File: config.mk
export PLATFORM = sky130hd
export DESIGN_NAME = mac_accum_flat
export DESIGN_NICKNAME = d
export VERILOG_FILES = /design/src/rtl/mac_accum_if.sv /design/src/rtl/mac_accum.sv /design/src/flat_wrapper.sv
export SDC_FILE = /design/constraint.sdc
export NUM_CORES = 1
export LEC_CHECK = 0
export BUFFER_PORTS_ARGS = -buffer_cell sky130_fd_sc_hd__buf_2
export CAP_MARGIN = 20
export CORE_MARGIN = 5
export CORE_UTILIZATION = 51
export DETAILED_ROUTE_END_ITERATION = 12
export GPL_TIMING_DRIVEN = 1
export PLACE_DENSITY = 0.79
export SLEW_MARGIN = 10
export SYNTH_ARGS = -nofsm -noshare
export SYNTH_HDL_FRONTEND = slang
export SYNTH_SLANG_ARGS = --single-unit
File: constraint.sdc
create_clock -name clk -period 7.3 [get_ports clk]
set_input_delay 0.365 -clock clk [delete_from_list [all_inputs] [get_ports clk]]
set_output_delay 0.365 -clock clk [all_outputs]
set_load 0.005 [all_outputs]
File: src/rtl/mac_accum_if.sv
// mac_accum_if: product-stream input and result-register output of the MAC back end.
interface mac_accum_if #(
   parameter int ACC_W = 40,
   parameter int CNT_W = 8
);
   logic             in_valid;
   logic             in_ready;
   logic [31:0]      in_prod;
   logic             in_last;
   logic             out_valid;
   logic             out_ready;
   logic [ACC_W-1:0] out_acc;
   logic [CNT_W-1:0] out_cnt;
   logic             out_ovf;
   modport master (
      output in_valid, in_prod, in_last, out_ready,
      input  in_ready, out_valid, out_acc, out_cnt, out_ovf
   );
   modport slave (
      input  in_valid, in_prod, in_last, out_ready,
      output in_ready, out_valid, out_acc, out_cnt, out_ovf
   );
endinterface

File: src/rtl/mac_accum.sv
// mac_accum: sums signed 32-bit products into a wide clamping/wrapping accumulator and
// presents each finished group on a one-entry valid/ready result register.
module mac_accum #(
   parameter int ACC_W = 40,
   parameter int CNT_W = 8,
   parameter bit SAT   = 1'b1
) (
   input  logic       clk,
   input  logic       rst_n,
   input  logic       clr,
   mac_accum_if.slave bus
);
   typedef enum logic {IDLE, ACC} state_t;
   localparam logic [ACC_W-1:0] MAX_V = {1'b0, {(ACC_W-1){1'b1}}};
   localparam logic [ACC_W-1:0] MIN_V = {1'b1, {(ACC_W-1){1'b0}}};
   state_t           state;
   logic [ACC_W-1:0] acc, base, prod_x, sum_raw, sum;
   logic [CNT_W-1:0] cnt, cnt_nxt;
   logic             ovf, add_ovf, take;
   assign bus.in_ready = !bus.out_valid || bus.out_ready;
   assign take         = bus.in_valid && bus.in_ready && !clr;
   always_comb begin
      base    = (state == IDLE) ? '0 : acc;
      prod_x  = {{(ACC_W-32){bus.in_prod[31]}}, bus.in_prod};
      sum_raw = base + prod_x;
      // signed overflow: operands agree in sign but the result does not
      add_ovf = (base[ACC_W-1] == prod_x[ACC_W-1]) && (sum_raw[ACC_W-1] != base[ACC_W-1]);
      sum     = (add_ovf && SAT) ? (base[ACC_W-1] ? MIN_V : MAX_V) : sum_raw;
      cnt_nxt = &cnt ? cnt : cnt + 1'b1;
   end
   always_ff @(posedge clk or negedge rst_n) begin
      if (!rst_n) begin
         state         <= IDLE;
         acc           <= '0;
         cnt           <= '0;
         ovf           <= 1'b0;
         bus.out_valid <= 1'b0;
         bus.out_acc   <= '0;
         bus.out_cnt   <= '0;
         bus.out_ovf   <= 1'b0;
      end else if (clr) begin
         state         <= IDLE;
         acc           <= '0;
         cnt           <= '0;
         ovf           <= 1'b0;
         bus.out_valid <= 1'b0;
      end else begin
         if (bus.out_valid && bus.out_ready) bus.out_valid <= 1'b0;
         // a closing product reloads the result register even while it drains
         if (take && bus.in_last) begin
            bus.out_acc   <= sum;
            bus.out_cnt   <= cnt_nxt;
            bus.out_ovf   <= ovf | add_ovf;
            bus.out_valid <= 1'b1;
            acc           <= '0;
            cnt           <= '0;
            ovf           <= 1'b0;
            state         <= IDLE;
         end else if (take) begin
            acc   <= sum;
            cnt   <= cnt_nxt;
            ovf   <= ovf | add_ovf;
            state <= ACC;
         end
      end
   end
endmodule

File: src/flat_wrapper.sv
// flat-port wrapper written by rule: the top's interface ports become plain ports
module mac_accum_flat 
#(
   parameter int ACC_W = 40,
   parameter int CNT_W = 8,
   parameter bit SAT   = 1'b1
)
  (clk, rst_n, clr, bus_in_valid, bus_in_prod, bus_in_last, bus_out_ready, bus_in_ready, bus_out_valid, bus_out_acc, bus_out_cnt, bus_out_ovf);
  mac_accum_if #(.ACC_W(ACC_W), .CNT_W(CNT_W)) bus_i ();
  input  logic clk;
  input  logic rst_n;
  input  logic clr;
  input wire logic [$bits(bus_i.in_valid)-1:0] bus_in_valid;
  input wire logic [$bits(bus_i.in_prod)-1:0] bus_in_prod;
  input wire logic [$bits(bus_i.in_last)-1:0] bus_in_last;
  input wire logic [$bits(bus_i.out_ready)-1:0] bus_out_ready;
  output wire logic [$bits(bus_i.in_ready)-1:0] bus_in_ready;
  output wire logic [$bits(bus_i.out_valid)-1:0] bus_out_valid;
  output wire logic [$bits(bus_i.out_acc)-1:0] bus_out_acc;
  output wire logic [$bits(bus_i.out_cnt)-1:0] bus_out_cnt;
  output wire logic [$bits(bus_i.out_ovf)-1:0] bus_out_ovf;
  assign bus_i.in_valid = bus_in_valid;
  assign bus_i.in_prod = bus_in_prod;
  assign bus_i.in_last = bus_in_last;
  assign bus_i.out_ready = bus_out_ready;
  assign bus_in_ready = bus_i.in_ready;
  assign bus_out_valid = bus_i.out_valid;
  assign bus_out_acc = bus_i.out_acc;
  assign bus_out_cnt = bus_i.out_cnt;
  assign bus_out_ovf = bus_i.out_ovf;
  mac_accum #(.ACC_W(ACC_W), .CNT_W(CNT_W), .SAT(SAT)) u_core (.clk(clk), .rst_n(rst_n), .clr(clr), .bus(bus_i));
endmodule
* After elaboration in Yosys (flattened, before gate mapping) *
Index checks and enable logic that the tools add are counted.
W data, S select, Z words.

word-level totals
  register bits = 100
  input bits = 38
  output and inout bits = 51
  logic and storage cells = 45

operators by class
  add/sub/neg operators = 2
  equality and inequality tests = 2
  multiplexer cells = 19
  bitwise gates (word level) = 2
  reductions and logical operators = 12

operators by type and width
  operator               count
  $mux W40               6
  $add A40 B40 Y40       1
  $mux W8                4
  $mux W1                9
  $add A8 B1 Y8 const B  1
  $reduce_and A8 Y1      1
  $reduce_bool A3 Y1     2
  $logic_and A1 B1 Y1    5
  $logic_not A1 Y1       2
  $reduce_and A2 Y1      1
  $eq A1 B1 Y1           1
  $logic_or A1 B1 Y1     1
  $ne A1 B1 Y1           1
  $not A1 Y1             1
  $or A1 B1 Y1           1

* Longest topological paths before layout *
Gate-level depths: netlist (run 1).

  depth after elaboration = 8
  gate-level depth with buffers = 15
  depth with buffers taken out = 13

* Worst setup path before layout (run 1) *
OpenSTA, ideal clock, no wires.

  kind = reg-to-reg
  start = reg u_core.state
  end = reg u_core.bus.out_acc[30]
  library setup time = 82 ps
  arrival time = 2,951 ps
  data required time = 7,218 ps
  path slack = 4,267 ps
  cell stages (with the launch flop) = 15
  path buffers = 1
  period minus slack after synthesis = 3,033 ps
  path through = dfrtp_1 > clkbuf_1 > and2_1 > ha_1 > inv_1 > fa_1 > nor2b_1 > o211ai_1 > a211oi_1 > o311ai_2 > nand2_1 > a31oi_1 > mux2i_1 > or3_1 > a31oi_1

on the way
  cells in the longest elaborated chain, start to end = 5
  elaborated cells on any way between the ends = 7
  classes of those cells = add/sub (1); eq/ne (2); mux (3); reduce/logical (1)

RTL lines
  element                   RTL line            RTL
  start: declaration        mac_accum.sv:16     state_t state;
  start signal: assignment  mac_accum.sv:33     state <= IDLE;
  start signal: assignment  mac_accum.sv:42     state <= IDLE;
  start signal: assignment  mac_accum.sv:58     state <= IDLE;
  $mux W40 (*)              mac_accum.sv:23     base = (state == IDLE) ? '0 : acc;
  $add A40 B40 Y40          mac_accum.sv:25     sum_raw = base + prod_x;
  $ne A1 B1 Y1              mac_accum.sv:27     add_ovf = (base[ACC_W-1] == prod_x[ACC_W-1]) && (sum_raw[ACC_W-1] != base[ACC_W-1]);
  $logic_and A1 B1 Y1       mac_accum.sv:27
  $mux W40 (*)              mac_accum.sv:28     sum = (add_ovf && SAT) ? (base[ACC_W-1] ? MIN_V : MAX_V) : sum_raw;
  end signal: assignment    mac_accum.sv:51     bus.out_acc <= sum;
  end: declaration          mac_accum_if.sv:21  output in_ready, out_valid, out_acc, out_cnt, out_ovf

Every way passes the cells marked *; elsewhere a longest branch is shown, timed or not.
A chain may end at the register's enable or synchronous reset.

* Worst setup path after layout (run 1) *
  start = reg u_core.state
  end = reg u_core.acc[30]

on the way
  cells in the longest elaborated chain, start to end = 8
  elaborated cells on any way between the ends = 10
  classes of those cells = add/sub (1); eq/ne (2); mux (6); reduce/logical (1)

RTL lines
  element                 RTL line         RTL
  $mux W40 (*)            mac_accum.sv:23
  $add A40 B40 Y40        mac_accum.sv:25
  $ne A1 B1 Y1            mac_accum.sv:27
  $logic_and A1 B1 Y1     mac_accum.sv:27
  $mux W40 (*)            mac_accum.sv:28
  $mux W40 (*)            mac_accum.sv:59  end else if (take) begin
  $mux W40 (*)            mac_accum.sv:50  if (take && bus.in_last) begin
  $mux W40 (*)            mac_accum.sv:41  end else if (clr) begin
  end signal: assignment  mac_accum.sv:60  acc <= sum;
  end: declaration        mac_accum.sv:17  logic [ACC_W-1:0] acc, base, prod_x, sum_raw, sum;

Every way passes the cells marked *; elsewhere a longest branch is shown, timed or not. The select of a mux whose other input is x is not followed.

==> results of run 1 <==
[sequential cells by signal, indices dropped and copies added (netlist names)]
signal / flops
u_core.acc: 40
u_core.bus.out_acc: 40
u_core.bus.out_cnt: 8
u_core.bus.out_ovf: 1
u_core.bus.out_valid: 1
u_core.cnt: 8
u_core.ovf: 1
u_core.state: 1
[critical path, cell delays in order (launching register included)]
cell     delay (ns)
dfrtp_1        0.62
buf_8          0.28
and2_1         0.15
ha_1           0.39
nand2_1        0.15
nor3_2         0.23
a31oi_1        0.15
or3_1          0.39
a21oi_2        0.19
o21ai_2        0.10
a211o_1        0.47
buf_4          0.31
nor2_1         0.63
a221o_1        0.22
[power by group through the flow]
| stage | sequential, mW | combinational, mW | clock, mW |
|---|---|---|---|
| 6_report | 0.646 | 0.262 | 0.453 |
| 5_1_grt | 0.655 | 0.295 | 0.484 |
| 4_1_cts | 0.648 | 0.263 | 0.461 |
| 3_5_place_dp | 0.658 | 0.260 | 0 |
| 3_3_place_gp | 0.656 | 0.257 | 0 |
| 2_1_floorplan | 0.657 | 0.146 | 0 |
[cell families after synthesis]
logic type / Yosys count / share of synthesized area, %
xor gates and xnor gates: 35 / 4.54
adders and majority gates: 41 / 7.71
DFF: 100 / 37.1
muxes: 25 / 4.10
AOI/OAI and AO/OA: 261 / 26.6
buffers and inverters: 60 / 3.84
and+or+nand+nor: 222 / 16.2
[worst paths after layout]
path / slack (ns) / cells past startpoint / end
worst max-delay path: 2.94 / 13 / u_core.acc[30]
worst min-delay path: 0.30 / 2 / u_core.bus.out_valid
worst max register to register: 2.94 / 13 / u_core.acc[30]
worst min register to register: 0.47 / 2 / u_core.bus.out_acc[0]
max in group asynchronous: 5.62 / 3 / u_core.bus.out_acc[35]
min in group asynchronous: 0.49 / 2 / u_core.acc[8]
[repair_timing]
item,4_1_cts,5_1_grt
endpoints found under the hold margin,32,0
resized for setup,0,0
hold buffers,1,0
[layer usage]
| metal | vias to the layer above | track usage [%] |
|---|---|---|
| met5 | - | 0 |
| met4 | 0 | 7.27 |
| met3 | 35 | 4.56 |
| met2 | 171 | 36.3 |
| met1 | 2837 | 30.1 |
| li1 | 2850 | - |
[stage by stage]
stage	hold slack [ns]	setup slack, ns	cells
finish	0.295	2.94	984
global route	0.305	2.66	984
CTS	0.288	2.83	983
detailed placement	0.337	2.84	967
global placement	0.338	3.00	967
floorplan	0.0694	4.27	744
[cells in the final DEF, fill, tap and decap left out, types with 6 or more instances in the layout]
master | Yosys | layout
o22a_1 | 7 | 7
a211oi_1 | 6 | 6
o21bai_1 | 7 | 7
o21ai_0 | 53 | 53
a221o_1 | 6 | 6
nand2_1 | 79 | 79
o21ai_1 | 13 | 13
a31oi_1 | 12 | 12
dfrtp_1 | 100 | 100
mux2_2 | 21 | 21
ha_1 | 40 | 40
a21oi_1 | 49 | 48
o221ai_1 | 6 | 6
buf_2 | 11 | 87
or3_1 | 6 | 6
nand3_1 | 9 | 9
a22o_1 | 23 | 23
a211o_1 | 9 | 9
inv_1 | 15 | 15
nor2_1 | 40 | 40
nand2b_1 | 9 | 9
xor2_1 | 14 | 14
o21a_1 | 13 | 13
o31ai_1 | 8 | 8
nor3_1 | 10 | 9
a21o_1 | 8 | 8
clkbuf_16 | 0 | 9
xnor2_1 | 21 | 21
and2_1 | 46 | 45
nand4_1 | 7 | 7
o211ai_1 | 9 | 9
[cell type report]
cell class                      count  area (sq um)  area share (%)
Clock buffer                        9           225            2.98
Clock inverter                      6          50.0           0.662
Inverter                           15          56.3           0.745
Multi-Input combinational cell    584          4000            53.0
Sequential cell                   100          2500            33.1
Tap cell                          176           220            2.91
Timing Repair Buffer               94           498            6.59
==> results.json, run 1 <==
{
  "outcome": "completed",
  "yosysWarnings": 0,
  "fill_cells": 1178,
  "r2r_start": "u_core.state",
  "skew_ns": 0.00895,
  "cp-startpoint": "u_core.state",
  "ant_nets": 0,
  "setup_viol": 0,
  "netlist.area_leader.share_pct": 37.1,
  "critPathKind": "flop to flop",
  "route.top_layer_used": "met4",
  "dp_hpwl_mm": 12.5,
  "cts_tree": "yes",
  "post-route-drc-count": 0,
  "postCtsSetupRepairBufs": 0,
  "yosys-top-cells-area": "dfrtp_1 37%, ha_1 7.4%, nand2_1 4.4%",
  "synth_top_area_cell": "dfrtp_1",
  "tightest_slew_ns": 0.992,
  "met3_length_um": 784,
  "maxCapViolCount": 0,
  "core_area_sq_um": 13100,
  "drt-met1-wl_mm": 8.15,
  "die_w_um": 125,
  "slew_violations": 0,
  "hold_viol": 0,
  "cp.required_ns": 7.58,
  "rsz0062_at_grt": "no",
  "power_frac_seq_pct": 47.5,
  "grt_pass1_wl_mm": 29.0,
  "grt_max_degree": 69,
  "synth_fp_nets": 823,
  "layout.nets": 883,
  "power_mw": 1.36,
  "cp-start-kind": "flop",
  "ys_async_sr_fraction_pct": 100,
  "initial_core_util_pct": 51.6,
  "synthesis.area_sq_um": 6750,
  "synthTopCellsByCount": "100 x dfrtp_1, 79 x nand2_1, 53 x o21ai_0",
  "io_pins": 89,
  "htreeDepth": 3,
  "min_from": "clr",
  "gr-total-overflow": 0,
  "cts_buffers": 9,
  "first_global_vias": 5854,
  "power.leakage_nw": 3.48,
  "cts_max_path_buffers": 2,
  "drt_iter0_markers": 414,
  "pwr-share-clk_pct": 33.3,
  "ir_drop_v": 0.000143,
  "antennaDiodeCount": 0,
  "combPwrFrac_pct": 19.3,
  "antenna_found_initial": 0,
  "num_vias": 5893,
  "synthCells": 744,
  "routed_wl_mm": 17.3,
  "syn_area_per_cell_sq_um": 9.07,
  "ys.flop_type": "dfrtp_1",
  "cts_sinks": 100,
  "p_sw_mw": 0.392,
  "synth_enable_flop_cells": 0,
  "min_path_type": "input pin to flop",
  "grt_use_total_pct": 22.3,
  "critPathMaxFanout": 26,
  "end_kind": "flop",
  "yosysMostFrequentCell": "dfrtp_1",
  "root_buffer": "clkbuf_16",
  "dr_wl_met2_mm": 7.94,
  "placed_cell_area_sq_um": 7260,
  "gp_congestion": 0.908,
  "syn_to_final_growth_pct": 12.0,
  "row_count": 42,
  "ys_seq_elements": 100,
  "tns_ns": 0,
  "final_core_util_pct": 57.7,
  "clk_pin_slew_ns": 0.07,
  "clk_latency_ns": 0.35,
  "wl_per_cell_um": 17.6,
  "slew-limit-headroom_pct": 33.7,
  "cp.arrival_ns": 4.64,
  "clock.fmax_mhz": 230,
  "p_int_mw": 0.968,
  "numPortBuffers": 88,
  "swShare_pct": 28.8,
  "die-area_sq_um": 15600,
  "postLayoutCellArea_sq_um": 7560,
  "synth-seq-area-share_pct": 37.1,
  "first_pass_iters": 5,
  "fin_crit_sh_pct": 59.7,
  "powerDensity_nw_per_um2": 180,
  "post_drt_via_cell_ratio": 5.99,
  "dieHeight_um": 125,
  "drive_gt1_share_pct": 18.6,
  "yosysUniqueCellTypes": 72,
  "period_needed_ns": 4.36
}
No activity file was read; power rests on OpenSTA's default activity.
==> run 2: changes to the inputs <==
- ABC_AREA: not set -> 1
- PLACE_DENSITY: 0.79 -> 0.78
- clock period: 7.3 -> 4.4 ns (I/O delays scaled with it)
==> run 2 against run 1 <==
  * Power grew 120%
  * Combinational power grew to 3.8 times the previous value
  * Via count grew 26%
  * Routed wire length grew 16%
  * Critical endpoint is now u_core.bus.out_acc[26]
==> results.json, run 2 <==
{
  "core_area_sq_um": 15100,
  "syn_to_final_growth_pct": 11.3,
  "skew_ns": 0.0151,
  "routed_wl_mm": 20.1,
  "gr-usage-met1_pct": 33.2,
  "crit_buf_inv": 3,
  "yosysUniqueCellTypes": 38,
  "grt_use_total_pct": 23.2,
  "final_common_cell": "nand2_1",
  "netlist.area_leader.share_pct": 32.1,
  "powerDensity_nw_per_um2": 344,
  "cts_tree": "yes",
  "initial_core_util_pct": 51.7,
  "clk_latency_ns": 0.36,
  "ir_drop_v": 0.000191,
  "clk_pin_slew_ns": 0.08,
  "synth_fp_nets": 1329,
  "ys_async_sr_fraction_pct": 100,
  "largest_registers": "u_core.acc x40, u_core.bus.out_acc x40",
  "post_drt_via_cell_ratio": 4.91,
  "numPortBuffers": 88,
  "first_pass_iters": 6,
  "power.leakage_nw": 5.45,
  "synth-seq-area-share_pct": 32.1,
  "synth_enable_flop_cells": 0,
  "htreeDepth": 3,
  "cts_sinks": 100,
  "cp-start-kind": "flop",
  "critPathMaxFanout": 39,
  "ff2ff_path_depth": 16,
  "synthCells": 1250,
  "p_sw_mw": 1.10,
  "cts_max_path_buffers": 2,
  "regArea_sq_um": 2500,
  "first_global_vias": 7103,
  "power_mw": 2.98,
  "antenna_found_initial": 0,
  "end_kind": "flop",
  "ant_nets": 0,
  "outcome": "completed",
  "io_pins": 89,
  "synthesis.area_sq_um": 7800,
  "cp_common_cell": "nand2_1",
  "synth_top_area_cell": "dfrtp_1",
  "grt_max_degree": 61,
  "power_frac_seq_pct": 39.6,
  "slew_violations": 0,
  "row_count": 45,
  "cp_num_cells": 16,
  "final_cell_mix": "613 x nand2_1, 193 x inv_1, 100 x dfrtp_1",
  "postCtsSetupRepairBufs": 0,
  "yosysMostFrequentCell": "nand2_1",
  "gr-total-overflow": 0,
  "met2_usage_pct": 37.4,
  "period_needed_ns": 3.41,
  "cts_resized": 0,
  "ctsHoldBuffers": 1,
  "fill_cells": 1519,
  "swShare_pct": 36.8,
  "tightest_slew_ns": 0.826,
  "critPathKind": "flop to flop",
  "yosysWarnings": 0,
  "grt.met3_usage_pct": 2.91,
  "p_int_mw": 1.88,
  "crit_slowest_cell": "dfrtp_1",
  "drive_gt1_share_pct": 12.8,
  "cp.required_ns": 4.65,
  "critPathMaxStageDelay_ns": 0.88,
  "gp_congestion": 0.970,
  "antennaDiodeCount": 0,
  "cp.arrival_ns": 3.66,
  "cts_buffers": 9,
  "fin_crit_sh_pct": 77.5,
  "num_vias": 7442,
  "holdWs_ns": 0.127,
  "min_path_type": "input pin to flop",
  "cpLargestDelayFamily": "simple AND/OR/NAND/NOR gates",
  "slew-limit-headroom_pct": 45.0,
  "dp_hpwl_mm": 15.5,
  "gr-max-usage-layer": "met2",
  "grt_pass1_wl_mm": 34.1,
  "synthTopCellsByCount": "613 x nand2_1, 193 x inv_1, 100 x dfrtp_1",
  "ys_seq_elements": 100,
  "tns_ns": 0,
  "rsz0062_at_grt": "no",
  "whs_path_depth": 2,
  "clock.fmax_mhz": 293,
  "wl_per_cell_um": 13.3,
  "syn_area_per_cell_sq_um": 6.24,
  "maxCapViolCount": 0,
  "hold_viol": 0,
  "pwr-share-clk_pct": 27.3,
  "yosys-top-cells-area": "dfrtp_1 32%, nand2_1 29%, inv_1 9.3%",
  "setup_viol": 0,
  "die-area_sq_um": 17900,
  "dieHeight_um": 134,
  "post-route-drc-count": 0,
  "drt_iter0_markers": 492,
  "layout.nets": 1402,
  "combPwrFrac_pct": 33.0,
  "die_w_um": 134,
  "crit_chain": "buf_12, nand2_1, inv_1, ha_1, nand2_1, inv_1, a21oi_2, nand2_2, nand2_1, nand3_2, nand2_4, nand2_4, nand2_4, o21ai_0, nand2_1, nand2_1",
  "multi_input_area_sq_um": 4400,
  "root_buffer": "clkbuf_16",
  "ys.flop_type": "dfrtp_1"
}
==> run 2: worst register-to-register path, stage by stage, from the launching register on <==
cell,delay (ns)
dfrtp_1,0.88
buf_12,0.25
nand2_1,0.07
inv_1,0.05
ha_1,0.26
nand2_1,0.13
inv_1,0.08
a21oi_2,0.15
nand2_2,0.11
nand2_1,0.09
nand3_2,0.16
nand2_4,0.14
nand2_4,0.07
nand2_4,0.47
o21ai_0,0.25
nand2_1,0.10
nand2_1,0.05
==> run 2: power groups by stage <==
stage / Sequential (mW) / Clock (mW) / Combinational (mW)
after floorplan: 1.19 / 0 / 0.671
after global placement: 1.19 / 0 / 0.973
after detailed placement: 1.20 / 0 / 0.988
after CTS: 1.18 / 0.828 / 0.995
after global routing: 1.21 / 0.873 / 1.13
final: 1.18 / 0.815 / 0.985
==> run 2: cell families (layout without fill, tap and decap cells) <==
kind of cell	Yosys count	after routing	synth area share (%)
DFF	100	100	32.1
and+or+nand+nor	765	765	39.5
buffers and inverters	229	307	11.8
xor gates and xnor gates	26	26	2.92
AOI/OAI and AO/OA	89	89	7.09
adders and majority gates	41	41	6.67
==> run 2: stage by stage <==
stage | utilization, % | setup WS, ns | cell area, sq um | cells
2_1_floorplan | - | 1.93 | 7800 | 1250
3_3_place_gp | 55.4 | 1.12 | 8370 | 1499
3_5_place_dp | 55.4 | 1.01 | 8370 | 1499
4_1_cts | 57.5 | 0.971 | 8680 | 1516
5_1_grt | 57.5 | 0.672 | 8680 | 1516
6_report | 57.5 | 0.989 | 8680 | 1516
==> run 2: routing by layer <==
metal / up-vias / routed length, um
met1: 3378 / 10100
met2: 146 / 8940
li1: 3897 / -
met4: 0 / 280
met5: - / 0
met3: 21 / 759
==> run 2: cell type report <==
class / instances / area share [%]
multi-input combinational: 921 / 50.6
inverter: 197 / 8.52
sequential: 100 / 28.8
tap: 188 / 2.71
timing repair buffer: 94 / 5.79
clock inverter: 6 / 0.764
clock buffer: 10 / 2.75
==> run 2: final timing paths <==
kind / from / to / slack (ns)
setup / recovery: u_core.state / u_core.bus.out_acc[26] / 0.99
hold / removal: clr / u_core.bus.out_valid / 0.13
setup reg to reg: u_core.state / u_core.bus.out_acc[26] / 0.99
hold reg to reg: u_core.bus.out_acc[15] / u_core.bus.out_acc[15] / 0.47
max in group asynchronous: rst_n / u_core.acc[3] / 2.87
min in group asynchronous: rst_n / u_core.bus.out_cnt[2] / 0.40
==> run 3: changes to the inputs <==
- PLACE_DENSITY: 0.78 -> 0.81
- clock period: 4.4 -> 2.9 ns (I/O delays scaled with it)
==> run 3 against run 2 <==
  * Clock skew is 0.0028 ns lower
  * Largest power group unchanged
  * Critical endpoint is now u_core.bus.out_acc[37]
  * Routed wire length is 4.0% higher
  * Combinational power up 57%
==> results.json, run 3 (same netlist as run 2, synthesis figures left out) <==
{
  "outcome": "completed",
  "critPathKind": "flop to flop",
  "die-area_sq_um": 17900,
  "slew-limit-headroom_pct": 56.1,
  "cts_max_path_buffers": 2,
  "drt_iter0_markers": 533,
  "maxCapViolCount": 0,
  "power.leakage_nw": 5.52,
  "clock.fmax_mhz": 375,
  "grt_use_total_pct": 24.3,
  "critPathMaxFanout": 22,
  "post_drt_via_cell_ratio": 4.88,
  "wl_per_cell_um": 13.7,
  "p_sw_mw": 1.70,
  "end_kind": "flop",
  "combPwrFrac_pct": 34.0,
  "die_w_um": 134,
  "tightest_slew_ns": 0.659,
  "gr-total-overflow": 0,
  "numPortBuffers": 88,
  "clk_pin_slew_ns": 0.08,
  "p_int_mw": 2.86,
  "pwr-share-clk_pct": 26.9,
  "row_count": 45,
  "antenna_found_initial": 0,
  "r2r_start": "u_core.state",
  "fin_crit_sh_pct": 91.9,
  "layout.nets": 1413,
  "slew_violations": 0,
  "core_area_sq_um": 15100,
  "period_needed_ns": 2.67,
  "dp_hpwl_mm": 16.5,
  "power_mw": 4.56,
  "post-route-drc-count": 0,
  "skew_ns": 0.0122,
  "cts_buffers": 9,
  "min_path_type": "input pin to flop",
  "swShare_pct": 37.3,
  "crit_slowest_cell": "dfrtp_1",
  "setup_viol": 0,
  "gp_congestion": 0.976,
  "final_common_cell": "nand2_1",
  "io_pins": 89,
  "first_pass_iters": 5,
  "drive_gt1_share_pct": 13.7,
  "grt_pass1_wl_mm": 35.5,
  "crit_chain": "buf_6, nand2_1, inv_1, ha_1, nand2_1, nor2_1, nand2_1, nor2_1, nand2_1, nand3_1, nand2_1, nand2_1, nand2_1, nand2_1, nand2_1, nand2_2, nand2_1, nand2_1",
  "first_global_vias": 7203,
  "cts_sinks": 100,
  "largest_registers": "u_core.acc x40, u_core.bus.out_acc x40",
  "powerDensity_nw_per_um2": 518,
  "root_buffer": "clkbuf_16",
  "cp_common_cell": "nand2_1",
  "final_cell_mix": "611 x nand2_1, 193 x inv_1, 100 x dfrtp_1",
  "hold_viol": 0,
  "power_frac_seq_pct": 39.2,
  "grt_max_degree": 61,
  "antennaDiodeCount": 0,
  "initial_core_util_pct": 51.7,
  "final_core_util_pct": 58.4,
  "cp.arrival_ns": 2.96,
  "num_vias": 7447,
  "syn_to_final_growth_pct": 12.9,
  "routed_wl_mm": 20.9,
  "ant_nets": 0,
  "dieHeight_um": 134,
  "clk_latency_ns": 0.36,
  "critPathMaxStageDelay_ns": 0.41,
  "cp-startpoint": "u_core.state",
  "htreeDepth": 3,
  "cts_tree": "yes",
  "cp.required_ns": 3.20,
  "ir_drop_v": 0.000370,
  "cp-start-kind": "flop",
  "min_from": "clr"
}
run 3: final timing paths:
kind	cells past startpoint	slack, ns	to
worst max-delay path	18	0.23	u_core.bus.out_acc[37]
worst min-delay path	2	0.07	u_core.bus.out_valid
worst max register to register	18	0.23	u_core.bus.out_acc[37]
worst min register to register	2	0.48	u_core.bus.out_acc[32]
max in group asynchronous	3	1.84	u_core.acc[7]
min in group asynchronous	2	0.34	u_core.bus.out_cnt[0]
run 3: final cells by class:
type                    count  area (sq um)
flip-flops and latches    100          2500
clock inverters             7          75.1
fillers                  1557          6280
clock buffers               9           225
multi-input cells         921          4410
inverters                 197           739
well taps                 188           235
repair buffers            105           621
run 3: layer usage:
layer	part of all wire, %	track usage, %	wire length (um)
met5	0	0	0
met4	1.6	7.03	341
met3	4.5	2.83	935
met2	45	38.5	9390
met1	49	35.1	10300
run 3: worst max-delay path, delay by kind of cell, from the launching register on:
| family | cells | cell delay (ns) |
|---|---|---|
| DFF | 1 | 0.41 |
| buffers and inverters | 2 | 0.23 |
| and+or+nand+nor | 15 | 1.60 |
| adders and majority gates | 1 | 0.35 |
run 3: power groups by stage:
stage          logic (mW)  registers (mW)  clock network [mW]
6_report             1.55            1.79                1.23
5_1_grt              1.77            1.83                1.30
4_1_cts              1.55            1.79                1.25
3_5_place_dp         1.54            1.80                   0
3_3_place_gp         1.51            1.80                   0
2_1_floorplan        1.02            1.81                   0
run 3: timing repair:
| item | in CTS | in global routing |
|---|---|---|
| resized for setup | 0 | 10 |
| buffers inserted | 0 | 1 |
| hold buffers | 1 | 0 |
| setup endpoints to repair | 0 | 59 |
| hold endpoints to repair | 47 | 0 |
run 3: stage by stage:
stage          instance area [sq um]  instances  worst slack, ns  hold WS [ns]  setup TNS (ns)
2_1_floorplan                   7800       1250            0.435        -0.151               0
3_3_place_gp                    8450       1509            0.168         0.209               0
3_5_place_dp                    8450       1509            0.133         0.214               0
4_1_cts                         8760       1526            0.114        0.0539               0
5_1_grt                         8810       1527         -0.00475        0.0897        -0.00475
6_report                        8810       1527            0.234        0.0652               0
